[config.mk]
export PLATFORM = sky130hd
export DESIGN_NAME = cla_pipe_adder
export DESIGN_NICKNAME = d
export VERILOG_FILES = /design/src/rtl/cla_pipe_adder_pkg.sv /design/src/rtl/cla_pipe_adder_grp4.sv /design/src/rtl/cla_pipe_adder.sv
export SDC_FILE = /design/constraint.sdc
export NUM_CORES = 1
export LEC_CHECK = 0
export CORE_UTILIZATION = 50
export DETAILED_ROUTE_END_ITERATION = 10
export PLACE_DENSITY = 0.81
export SKIP_CTS_REPAIR_TIMING = 1
export SLEW_MARGIN = 20
export SYNTH_ARGS = -nofsm -noshare
export SYNTH_HDL_FRONTEND = slang
export SYNTH_SLANG_ARGS = --single-unit
export TNS_END_PERCENT = 5
[constraint.sdc]
create_clock -name clk -period 2.57 [get_ports clk]
set_clock_uncertainty 0.2 [all_clocks]
set_input_delay 0.3855 -clock clk [delete_from_list [all_inputs] [get_ports clk]]
set_output_delay 0.3855 -clock clk [all_outputs]
set_load 0.02 [all_outputs]
[src/rtl/cla_pipe_adder_pkg.sv]
`default_nettype none
// ============================================================================
// Package  : cla_pkg
// Brief    : Shared constants, 4-bit lookahead group function and parameter check
// Revision : 1.0 - initial release
// ============================================================================
package cla_pkg;

    localparam int GRP_W = 4;

    typedef struct packed {
        logic [GRP_W-1:0] sum;
        logic             cout;
    } grp_res_t;

    // Carries are fully expanded from p/g/c0; no ripple inside the group.
    function automatic grp_res_t cla4(
        input logic [GRP_W-1:0] p,
        input logic [GRP_W-1:0] g,
        input logic             c0
    );
        grp_res_t       res;
        logic [GRP_W:0] c;
        c[0] = c0;
        c[1] = g[0] | (p[0] & c0);
        c[2] = g[1] | (p[1] & g[0]) | (p[1] & p[0] & c0);
        c[3] = g[2] | (p[2] & g[1]) | (p[2] & p[1] & g[0]) | (p[2] & p[1] & p[0] & c0);
        c[4] = g[3] | (p[3] & g[2]) | (p[3] & p[2] & g[1]) | (p[3] & p[2] & p[1] & g[0])
             | (p[3] & p[2] & p[1] & p[0] & c0);
        res.sum  = p ^ c[GRP_W-1:0];
        res.cout = c[GRP_W];
        return res;
    endfunction

    function automatic bit width_ok(input int width, input int gps);
        return (gps > 0) && (width > 0) && ((width % (GRP_W * gps)) == 0);
    endfunction

endpackage
`default_nettype wire

[src/rtl/cla_pipe_adder_grp4.sv]
`default_nettype none
// ============================================================================
// Module   : cla_grp4
// Brief    : Combinational 4-bit carry-lookahead group with group P/G outputs
// Revision : 1.0 - initial release
// ============================================================================
module cla_grp4
    import cla_pkg::*;
(
    input  logic [GRP_W-1:0] a,
    input  logic [GRP_W-1:0] b,
    input  logic             cin,
    output logic [GRP_W-1:0] sum,
    output logic             cout,
    output logic             gp,
    output logic             gg
);

    logic [GRP_W-1:0] w_p;
    logic [GRP_W-1:0] w_g;
    grp_res_t         w_res;

    assign w_p   = a ^ b;
    assign w_g   = a & b;
    assign w_res = cla4(w_p, w_g, cin);
    assign sum   = w_res.sum;
    assign cout  = w_res.cout;

    // Group P/G are independent of cin so the stage lookahead has no loop.
    assign gp = &w_p;
    assign gg = w_g[3] | (w_p[3] & w_g[2]) | (w_p[3] & w_p[2] & w_g[1])
              | (w_p[3] & w_p[2] & w_p[1] & w_g[0]);

endmodule
`default_nettype wire

[src/rtl/cla_pipe_adder.sv]
`default_nettype none
// ============================================================================
// Module   : cla_pipe_adder
// Brief    : Pipelined, skewed carry-lookahead adder/subtractor with valid/ready
// Revision : 1.0 - initial release
// ============================================================================
module cla_pipe_adder
    import cla_pkg::*;
#(
    parameter int WIDTH = 16,
    parameter int GPS   = 1
) (
    input  logic             clk,
    input  logic             rst_n,
    input  logic             in_valid,
    output logic             in_ready,
    input  logic [WIDTH-1:0] a,
    input  logic [WIDTH-1:0] b,
    input  logic             cin,
    input  logic             sub,
    output logic             out_valid,
    input  logic             out_ready,
    output logic [WIDTH-1:0] sum,
    output logic             cout,
    output logic             ovf
);

    localparam int NSTG = WIDTH / (GRP_W * GPS);
    localparam int c_sw = GRP_W * GPS;

    if (!width_ok(WIDTH, GPS)) begin : g_chk_width
        $error("cla_pipe_adder: WIDTH must be a non-zero multiple of 4*GPS");
    end

    logic             w_adv;
    logic [WIDTH-1:0] w_bb;
    logic             w_c0;

    assign w_bb     = sub ? ~b : b;
    assign w_c0     = sub | cin;
    assign w_adv    = !out_valid | out_ready;
    assign in_ready = w_adv;

    for (genvar k = 0; k < NSTG; k++) begin : g_stg
        localparam int c_lo = c_sw * k;
        localparam int c_hi = c_sw * (k + 1);

        logic [c_sw-1:0] w_a_grp;
        logic [c_sw-1:0] w_b_grp;
        logic [c_sw-1:0] w_s;
        logic            w_c_in;
        logic            w_v_in;
        logic [c_hi-1:0] w_sum_nx;
        logic [GPS:0]    w_gc;
        logic [GPS-1:0]  w_gp;
        logic [GPS-1:0]  w_gg;
        logic [GPS-1:0]  w_grp_co;
        logic            w_unused_co;

        logic            r_v;
        logic            r_c;
        logic [c_hi-1:0] r_sum;

        if (k == 0) begin : g_src
            assign w_a_grp  = a[c_sw-1:0];
            assign w_b_grp  = w_bb[c_sw-1:0];
            assign w_c_in   = w_c0;
            assign w_v_in   = in_valid;
            assign w_sum_nx = w_s;
        end else begin : g_src
            assign w_a_grp  = g_stg[k-1].g_ops.r_a[c_sw-1:0];
            assign w_b_grp  = g_stg[k-1].g_ops.r_b[c_sw-1:0];
            assign w_c_in   = g_stg[k-1].r_c;
            assign w_v_in   = g_stg[k-1].r_v;
            assign w_sum_nx = {w_s, g_stg[k-1].r_sum};
        end

        for (genvar j = 0; j < GPS; j++) begin : g_grp
            cla_grp4 u_grp (
                .a    (w_a_grp[GRP_W*j +: GRP_W]),
                .b    (w_b_grp[GRP_W*j +: GRP_W]),
                .cin  (w_gc[j]),
                .sum  (w_s[GRP_W*j +: GRP_W]),
                .cout (w_grp_co[j]),
                .gp   (w_gp[j]),
                .gg   (w_gg[j])
            );
        end

        // Group ripple-outs duplicate the lookahead carries below.
        assign w_unused_co = ^w_grp_co;

        // Expanded lookahead across the groups: c[j+1] = OR of gg[m]&gp[j:m+1], plus gp[j:0]&c0.
        always_comb begin
            logic v_pacc;
            logic v_term;
            w_gc    = '0;
            w_gc[0] = w_c_in;
            for (int j = 0; j < GPS; j++) begin
                v_pacc = 1'b1;
                v_term = 1'b0;
                for (int m = j; m >= 0; m--) begin
                    v_term = v_term | (v_pacc & w_gg[m]);
                    v_pacc = v_pacc & w_gp[m];
                end
                w_gc[j+1] = v_term | (v_pacc & w_c_in);
            end
        end

        always_ff @(posedge clk or negedge rst_n) begin
            if (!rst_n) begin
                r_v   <= 1'b0;
                r_c   <= 1'b0;
                r_sum <= '0;
            end else if (w_adv) begin
                r_v   <= w_v_in;
                r_c   <= w_gc[GPS];
                r_sum <= w_sum_nx;
            end
        end

        if (k < NSTG - 1) begin : g_ops
            localparam int c_rem = WIDTH - c_hi;
            logic [c_rem-1:0] w_a_nx;
            logic [c_rem-1:0] w_b_nx;
            logic [c_rem-1:0] r_a;
            logic [c_rem-1:0] r_b;

            if (k == 0) begin : g_rsrc
                assign w_a_nx = a[WIDTH-1:c_hi];
                assign w_b_nx = w_bb[WIDTH-1:c_hi];
            end else begin : g_rsrc
                assign w_a_nx = g_stg[k-1].g_ops.r_a[WIDTH-c_lo-1:c_sw];
                assign w_b_nx = g_stg[k-1].g_ops.r_b[WIDTH-c_lo-1:c_sw];
            end

            always_ff @(posedge clk or negedge rst_n) begin
                if (!rst_n) begin
                    r_a <= '0;
                    r_b <= '0;
                end else if (w_adv) begin
                    r_a <= w_a_nx;
                    r_b <= w_b_nx;
                end
            end
        end else begin : g_last
            logic r_ovf;
            // Carry into the MSB is recovered as s ^ p at that bit.
            always_ff @(posedge clk or negedge rst_n) begin
                if (!rst_n) begin
                    r_ovf <= 1'b0;
                end else if (w_adv) begin
                    r_ovf <= w_gc[GPS] ^ w_s[c_sw-1] ^ w_a_grp[c_sw-1] ^ w_b_grp[c_sw-1];
                end
            end
        end
    end

    assign out_valid = g_stg[NSTG-1].r_v;
    assign sum       = g_stg[NSTG-1].r_sum;
    assign cout      = g_stg[NSTG-1].r_c;
    assign ovf       = g_stg[NSTG-1].g_last.r_ovf;

endmodule
`default_nettype wire

==> flow_summary.json <==
{
  "cts.clk_slew.worst_paths_ns": 0.08,
  "num_rows": 33,
  "dr_total_vias": 3086,
  "fmax_mhz": 438.0,
  "cts_tree": "built",
  "slew_headroom_pct": 59.35,
  "layout-area-overhead-vs-synth_pct": 19.79,
  "clk_latency_ns": 0.35,
  "fin_util_pct": 62.47,
  "drive_above_1_share_pct": 5.395,
  "rsz0062_at_grt": "false",
  "die_h_um": 94.81,
  "place_ws_ns": -0.01013,
  "combPwrFrac_pct": 42.1,
  "ys_ff_latch": 97,
  "first_pass_iters": 4,
  "setup_ws_ns": 0.2867,
  "h-tree-depth": 3,
  "outcome": "complete, no violations",
  "wirelength_mm": 7.491,
  "synth.distinct_cells": 29,
  "hold_viol": 0,
  "drv_slew": 0,
  "p_sw_share_pct": 37.87,
  "worstSetupStartpointType": "input port",
  "io_pins": 58,
  "setup_viol": 0,
  "drc_errors": 0,
  "portBuffers": 57,
  "avgSynthCellArea_um2": 9.342,
  "netlist_instances": 461,
  "tightest_slew_ns": 0.6098,
  "overflow": 0,
  "holdPathStages": 2,
  "wl_per_cell_um": 12.00,
  "maxCapViolCount": 0,
  "reg2regPathDepth": 6,
  "r2r_slack_ns": 0.48,
  "critical_path_class": "input port to primary output",
  "start_util_pct": 52.15,
  "place_hpwl_mm": 5.279,
  "path_max_fanout": 2,
  "syn_area_mm2": 0.004307,
  "p_leak_nw": 2.525,
  "grt_pass1_vias": 3061,
  "drtIter0Drc": 179,
  "die_area_mm2": 0.008988,
  "grt_usage_pct": 18.96,
  "grt_max_degree": 100,
  "endpoint_kind": "primary output",
  "synth.yosys.seq_area_share_pct": 56.36,
  "cts_made_buffers": 9,
  "die_width_um": 94.81,
  "seqPwrFrac_pct": 43.7,
  "synth_nets": 519,
  "diodes": 0,
  "layout.nets": 572,
  "critPathArrivalTime_ns": 1.70,
  "p_int_mw": 3.666,
  "period_share_pct": 88.84,
  "clockBufferDepth": 2,
  "power_density_mw_per_mm2": 1144,
  "ant_nets": 0,
  "synth_top_cell_area_share_pct": 56.36,
  "min_period_ns": 2.283,
  "stdcell_area_mm2": 0.005159,
  "grt_pass1_wl_mm": 13.15,
  "drt-vias-per-instance": 4.946,
  "placed_area_mm2": 0.004986,
  "yosys_warnings": 0,
  "cts.sinks": 97,
  "place_congestion": 0.7341,
  "hold_path.class": "flip-flop to flip-flop",
  "ir_drop_mv": 0.4318,
  "power_switching_mw": 2.234,
  "yosysTopAreaCell": "dfrtp_1",
  "coreArea_mm2": 0.008258,
  "clockPowerShare_pct": 14.2,
  "required_ns": 1.98,
  "synth_area_leaders": "dfrtp_1 56%, nand2_1 17%, ha_1 4.6%, xnor2_1 3.7%, o21ai_0 2.7%",
  "cts-root-buf": "clkbuf_8",
  "antenna_found_initial": 0
}
sequential cells by signal, indices dropped and copies added (netlist names), 3 cells and up:
signal,flops
g_stg.g_ops.r_a,24
g_stg.g_ops.r_b,24
g_stg.r_sum,24
sum,16
g_stg.r_c,3
g_stg.r_v,3
power by group through the flow:
stage	combinational (mW)	sequential [mW]	clock, mW
final	2.48	2.58	0.840
after floorplan	1.58	2.70	0
after detailed placement	2.49	2.61	0
after CTS	2.52	2.58	0.860
after global placement	2.39	2.57	0
after global routing	2.85	2.66	0.922
area by class of cell:
class	count	area, um^2
fillers	699	3099
repair buffers	65	655.6
well taps	105	131.4
clock inverters	6	35.03
inverters	17	63.81
multi-input cells	324	1718
clock buffers	10	127.6
flip-flops and latches	97	2427
cells in the mapped netlist:
cell type	n
nand2_1	200
dfrtp_1	97
o21ai_0	23
xnor2_1	18
inv_1	17
a21oi_1	16
ha_1	16
nor2_1	13
clkbuf_1	11
buf_2	9
xor2_1	9
a211oi_1	4
fa_1	4
a21o_1	3
o31ai_1	3
buf_1	2
nor3_1	2
o21a_1	2
o21bai_1	2
a211oi_2	1
a21boi_1	1
buf_6	1
nand2b_1	1
nor2b_1	1
o211a_1	1
o21ai_1	1
o21ai_2	1
o21bai_4	1
o31a_1	1
path summary, 6_finish.rpt:
path | from | end
max in group asynchronous | rst_n | g_stg[0].g_ops.r_b[2]
min reg2reg | sum[10] | sum[10]
min | sum[10] | sum[10]
min in group asynchronous | rst_n | g_stg[0].g_ops.r_b[4]
max | out_ready | in_ready
max reg2reg | g_stg[2].g_ops.r_b[0] | ovf
critical path, cell delays in order:
cell             delay, ns
clkdlybuf4s50_1       0.51
nor2b_4               0.06
inv_2                 0.07
clkdlybuf4s50_1       0.66
cells by family (layout without fill, tap and decap cells):
logic type      count (synthesis)  after routing  synth area share (%)
compound gates                 60             60                 8.629
xor+xnor                       27             27                 5.491
fa+ha+maj                      20             20                 6.508
buf+inv                        40             98                 3.922
flops                          97             97                 56.36
simple gates                  217            217                 19.09
per-layer routing:
layer	wire [um]	track usage, %	up-vias
met1	3475	24.14	1466
met5	0	0	-
li1	-	-	1559
met4	129	9.470	0
met2	3682	31.83	51
met3	204	2.496	10
cells in the final DEF (no fill, tap or decap), drive strengths merged, types with 2 or more instances in the layout:
cell,instances
ha,16
buf,8
o21ai,25
clkinvlp,2
a21oi,16
o31ai,3
a21o,3
dfrtp,97
xnor2,18
clkdlybuf4s50,56
xor2,9
o21bai,3
nor2,13
a211oi,5
inv,17
fa,4
nand2,200
nor3,2
o21a,2
clkbuf,10
clkinv,4
per-stage QoR:
stage	cells	TNS [ns]	total power, mW	hold slack (ns)
floorplan	461	0	4.287	-0.1101
global placement	607	0	4.962	0.2381
detailed placement	607	-0.01013	5.103	0.2352
CTS	623	0	5.962	-0.1520
global route	624	0	6.433	0.2923
finish	624	0	5.900	0.2717
Power figures use the tool's default switching activity.
